<file path="config.mk">
export PLATFORM = sky130hd
export DESIGN_NAME = spectrum_bin_writer
export DESIGN_NICKNAME = d
export VERILOG_FILES = /design/src/rtl/spectrum_bin_writer.sv
export SDC_FILE = /design/constraint.sdc
export NUM_CORES = 2
export LEC_CHECK = 0
export ABC_CLOCK_PERIOD_IN_PS = 3100
export CORE_UTILIZATION = 40
export DETAILED_ROUTE_END_ITERATION = 8
export PLACE_DENSITY = 0.62
export RECOVER_POWER = 25
export SYNTH_ARGS = -nofsm -noshare
export SYNTH_HDL_FRONTEND = slang
export SYNTH_SLANG_ARGS = --single-unit
</file>
<file path="constraint.sdc">
create_clock -name clk -period 3.1 [get_ports clk]
set_input_delay 0.31 -clock clk [delete_from_list [all_inputs] [get_ports clk]]
set_output_delay 0.31 -clock clk [all_outputs]
set_load 0.02 [all_outputs]
</file>
<file path="src/rtl/spectrum_bin_writer.sv">
// spectrum_bin_writer
//
// Purpose:
//   Collects one frame of SAMPLES unsigned bin magnitudes into a ping-pong pair
//   of register banks. Magnitudes are clamped to MAX_POWER before storage.
//   While one bank is being filled, the other is published on frequency_bins,
//   so the display never sees a partially written frame. A short frame
//   (mag_last before the final bin) has its remaining bins zeroed. A long frame
//   (no mag_last on the final bin) is published anyway. Both cases raise the
//   sticky frame_err.
//
// Ports:
//   clk            - single clock, rising edge
//   reset          - synchronous, active-high; clears both banks and all state
//   mag_in         - unsigned magnitude of the next bin (WIDTH bits)
//   mag_valid      - mag_in is valid
//   mag_last       - current sample is the last of its source frame
//   mag_ready      - block accepts a sample this cycle (FILL only)
//   frequency_bins - published bank, entry i is bin i
//   whichRAM       - index of the published bank
//   frame_done     - one-cycle pulse when a new bank is published
//   frame_err      - sticky flag, set by any frame whose length differed from SAMPLES

module spectrum_bin_writer #(
    parameter int SAMPLES   = 32,
    parameter int WIDTH     = 32,
    parameter int MAX_POWER = 100
) (
    input  logic                            clk,
    input  logic                            reset,
    input  logic [WIDTH-1:0]                mag_in,
    input  logic                            mag_valid,
    input  logic                            mag_last,
    output logic                            mag_ready,
    output logic [SAMPLES-1:0][WIDTH-1:0]   frequency_bins,
    output logic                            whichRAM,
    output logic                            frame_done,
    output logic                            frame_err
);

    localparam int IDX_W = (SAMPLES > 1) ? $clog2(SAMPLES) : 1;
    localparam logic [IDX_W-1:0] LAST_IDX = IDX_W'(SAMPLES - 1);
    localparam logic [WIDTH-1:0] CEILING  = WIDTH'(MAX_POWER);

    typedef enum logic [1:0] {
        FILL,
        ZERO,
        PUBLISH
    } state_t;

    state_t state_q, state_d;

    logic [IDX_W-1:0] wr_idx_q, wr_idx_d;
    logic             which_q, which_d;
    logic             done_q, done_d;
    logic             err_q, err_d;

    logic [1:0][SAMPLES-1:0][WIDTH-1:0] bank_q;

    logic             accept;
    logic             atLastIdx;
    logic             wrEn;
    logic [WIDTH-1:0] wrData;
    logic [WIDTH-1:0] clampedMag;

    // Handshake and clamp helpers shared by the next-state and output logic.
    // mag_ready is gated by reset so that nothing is offered as accepted while
    // reset is held, which also gives reset priority over an acceptance.
    assign mag_ready  = (state_q == FILL) && !reset;
    assign accept     = mag_valid && mag_ready;
    assign atLastIdx  = (wr_idx_q == LAST_IDX);
    assign clampedMag = (mag_in > CEILING) ? CEILING : mag_in;

    // State register plus the small control registers that travel with it.
    always_ff @(posedge clk) begin
        if (reset) begin
            state_q  <= FILL;
            wr_idx_q <= '0;
            which_q  <= 1'b0;
            done_q   <= 1'b0;
            err_q    <= 1'b0;
        end else begin
            state_q  <= state_d;
            wr_idx_q <= wr_idx_d;
            which_q  <= which_d;
            done_q   <= done_d;
            err_q    <= err_d;
        end
    end

    // Next-state logic. Reaching the final bin always publishes, whether or
    // not the source marked it last. An early mag_last diverts through ZERO,
    // which pads the rest of the write bank before publishing.
    always_comb begin
        state_d = state_q;
        unique case (state_q)
            FILL: begin
                if (accept && atLastIdx) begin
                    state_d = PUBLISH;
                end else if (accept && mag_last) begin
                    state_d = ZERO;
                end
            end
            ZERO: begin
                if (atLastIdx) begin
                    state_d = PUBLISH;
                end
            end
            PUBLISH: begin
                state_d = FILL;
            end
            default: begin
                state_d = FILL;
            end
        endcase
    end

    // Output/datapath logic: write strobe into the hidden bank, index
    // advance, bank swap and error tracking. The index returns to 0 at the
    // final bin so it never exceeds SAMPLES-1, even for non-power-of-two
    // frame sizes.
    always_comb begin
        wr_idx_d = wr_idx_q;
        which_d  = which_q;
        done_d   = 1'b0;
        err_d    = err_q;
        wrEn     = 1'b0;
        wrData   = '0;
        unique case (state_q)
            FILL: begin
                if (accept) begin
                    wrEn     = 1'b1;
                    wrData   = clampedMag;
                    wr_idx_d = atLastIdx ? '0 : wr_idx_q + 1'b1;
                    if (atLastIdx != mag_last) begin
                        err_d = 1'b1;
                    end
                end
            end
            ZERO: begin
                wrEn     = 1'b1;
                wrData   = '0;
                wr_idx_d = atLastIdx ? '0 : wr_idx_q + 1'b1;
            end
            PUBLISH: begin
                which_d  = ~which_q;
                done_d   = 1'b1;
                wr_idx_d = '0;
            end
            default: begin
                wr_idx_d = '0;
            end
        endcase
    end

    // Bank storage. Writes only ever land in the bank that is not displayed.
    always_ff @(posedge clk) begin
        if (reset) begin
            bank_q <= '0;
        end else if (wrEn) begin
            bank_q[~which_q][wr_idx_q] <= wrData;
        end
    end

    assign frequency_bins = bank_q[which_q];
    assign whichRAM       = which_q;
    assign frame_done     = done_q;
    assign frame_err      = err_q;

endmodule

</file>
==> run summary <==
status -> finished, final reports clean
routed length per instance -> 22.8 um
post-synth net total -> 5,857
top cell type's share of synthesized area -> 58.4%
Worst Tran Pin Value -> 1.46 ns
first-pass GRT wire length -> 316,000 um
final period utilization -> 97.8%
Total GRT Usage -> 23.3%
Reg clk slew, reported paths -> 0.06 ns
slew margin rel. -> 2.45%
hold depth -> 3
Hold Violations, Final -> 0
Inst Count DP -> 8,932
Synth Flop Type -> dfxtp_1
Synthesis Warnings -> 0
worst endpoint required time -> 2.79 ns
CP Launch Point -> whichRAM$_SDFFE_PP0P_
CP max stage delay -> 0.43 ns
final-stage net count -> 6,896
DRC viols -> 0
detailed-router iteration count before antenna repair -> 5
count of cell types in the netlist -> 48
fraction of layout cells with a size suffix above 1 -> 23.7%
Cell Pwr Density -> 584 mW/mm2
hold_sp -> mag_last
CP max-delay cell -> mux2_2
Post-synth EDFFs -> 0
Peak Freq -> 330 MHz
RSZ-0062 raised after global routing -> yes
# IOs -> 1,064
Final Critical Period -> 3.03 ns
non-filler instance count after layout -> 9,359
area grow syn2layout -> 30.0%
Leakage -> 42.5 nW
Setup violations, final -> 0
synthesized instance count -> 5,816
Max Cap Violations -> 0
RR Endpoint -> bank_q[1828]$_SDFFE_PP0P_
Synth Cell Area -> 0.0705 mm2
crit-path max FO -> 16
Pwr Total -> 0.0536 W
Die X -> 422 um
H-tree levels -> 4
Core Region -> 0.174 mm2
Worst R2R Start -> state_q[0]$_SDFFE_PP0P_
critical path class -> reg -> out
flop-to-flop setup slack -> 0.23 ns
Synth area leader -> dfxtp_1
Hold EP -> state_q[0]$_SDFFE_PP0P_
cell depth of the worst flop-to-flop path -> 7
Final ANT Viol Nets -> 0
number of global-route vias before repair -> 46,900
Slew Limit Fails -> 0
cell row count -> 153
Worst-Skew Late Latency -> 0.85 ns
drt via density -> 4.90
CTS tree -> yes
drt total wl -> 214,000 um
CP Capture Type -> output port
clock root buffer -> clkbuf_16
min-delay worst type -> in -> reg
register area share after synthesis -> 58.4%
Clock Path Buffers -> 3
initial detailed-routing violation count -> 2,212
filler instances -> 15,100
Post-synth ARST share -> 0%
Initial Util -> 40.4%
most common cell after layout, fill and taps aside -> dfxtp_1
clk_skew -> 0.0232 ns
die area -> 0.178 mm2
clk sinks -> 2,058
Mapped Avg Cell Area -> 12.1 um2
setup_tns -> 0 ns
Placer Congestion -> 0.815
Startpoint Class -> flop
initial antenna violation count -> 14
crit path DAT -> 2.72 ns
Synth Register Bits -> 2,058
top cells by area, synth -> dfxtp_1 58%, mux2_2 16%, and2_1 14%, a32o_1 3.6%, o2bb2ai_1 2.4%
maximum number of pins on one net before global-route repair -> 65
port buffer count -> 1,063
CTS buffer count -> 212
die height -> 422 um
gr ovfl total -> 0
routed via count -> 45,900
Fin Hold WS -> 0.192 ns
most frequent cells in the layout -> 2,057 x dfxtp_1, 1,591 x and2_1, 1,020 x mux2_2
peak supply drop -> 518 uV
detailed placement HPWL -> 144,000 um
crit-path cells -> buf_4 > buf_16 > bufbuf_16 > mux2_2 > dlygate4sd2_1
-- synth_stat cells (8+ instances only) --
| library cell | number |
|---|---|
| clkbuf_2 | 16 |
| buf_2 | 169 |
| a32o_1 | 252 |
| o2bb2ai_1 | 192 |
| nor3_1 | 9 |
| a21oi_2 | 39 |
| buf_4 | 8 |
| dfxtp_1 | 2058 |
| clkbuf_1 | 236 |
| mux2_2 | 1022 |
| and2_1 | 1606 |
| nor4_1 | 8 |
| inv_1 | 9 |
| buf_1 | 10 |
| nand2_1 | 70 |
| a21oi_1 | 33 |
| nor2_1 | 11 |
-- critical path: cells and delay by family, from the launching register on --
kind	cells	cell delay [ns]
mux	1	0.43
buf+inv	4	1.08
flops	1	0.35
-- through the flow --
stage          util, %  cell area [um2]  worst slack, ns
2_1_floorplan        -            70500            0.833
3_3_place_gp      48.3            84200           0.0185
3_5_place_dp      48.3            84200           0.0315
4_1_cts           52.3            91200           -0.194
5_1_grt           52.5            91600          -0.0316
6_report          52.5            91600           0.0682
-- power by group --
group	total, W	switching (W)	internal (W)
Combinational	0.000856	0.000682	0.000174
Clock	0.0262	0.0106	0.0156
Sequential	0.0265	0.00000831	0.0265
Total	0.0536	0.0113	0.0422
-- per-layer routing --
| metal | up-vias | global-route usage, % | wire (um) |
|---|---|---|---|
| li1 | 21900 | - | - |
| met1 | 22500 | 28.1 | 89200 |
| met2 | 1086 | 39.4 | 103000 |
| met3 | 321 | 6.01 | 13000 |
| met4 | 0 | 9.58 | 8850 |
| met5 | - | 0 | 0 |
-- cell type report --
type                    count  area [um2]  share of cell area (%)
multi-input cells        3309       27600                    30.1
diodes                      7        17.5                  0.0191
flip-flops and latches   2058       41200                    45.0
clock buffers             321        6430                    7.02
well taps                2325        2910                    3.17
repair buffers           1265       12600                    13.8
inverters                   9        33.8                  0.0369
clock inverters            65         840                   0.916
-- worst max-delay path by stage --
| stage | to | slack (ns) | cells past startpoint |
|---|---|---|---|
| 3_3_place_gp | bank_q[65]$_SDFFE_PP0P_ | 0.02 | 7 |
| 6_report | frequency_bins[739] | 0.07 | 5 |
| 3_5_place_dp | bank_q[65]$_SDFFE_PP0P_ | 0.03 | 7 |
| 4_1_cts | frequency_bins[268] | -0.19 | 5 |
| 5_1_grt | frequency_bins[739] | -0.03 | 5 |
| 2_1_floorplan | frequency_bins[288] | 0.83 | 5 |
-- state kept, by name, indices dropped and copies added (netlist names) --
name        count
frame_err       1
state_q         2
whichRAM        1
bank_q       2048
wr_idx_q        5
frame_done      1
-- what timing repair did --
item	in CTS	in global routing
setup buffers	9	9
endpoints found under the setup margin	1007	190
gates cloned	10	5
endpoints found under the hold margin	3	0
gates resized for setup	770	149
hold buffers	1	0
-- cells by family after synthesis --
family,synth area share (%)
flops,58.4
simple gates,15.3
mux,16.3
compound gates,7.06
buf+inv,2.77
fa+ha+maj,0.0887
xor+xnor,0.0249
(Power assumes the default switching activity.)
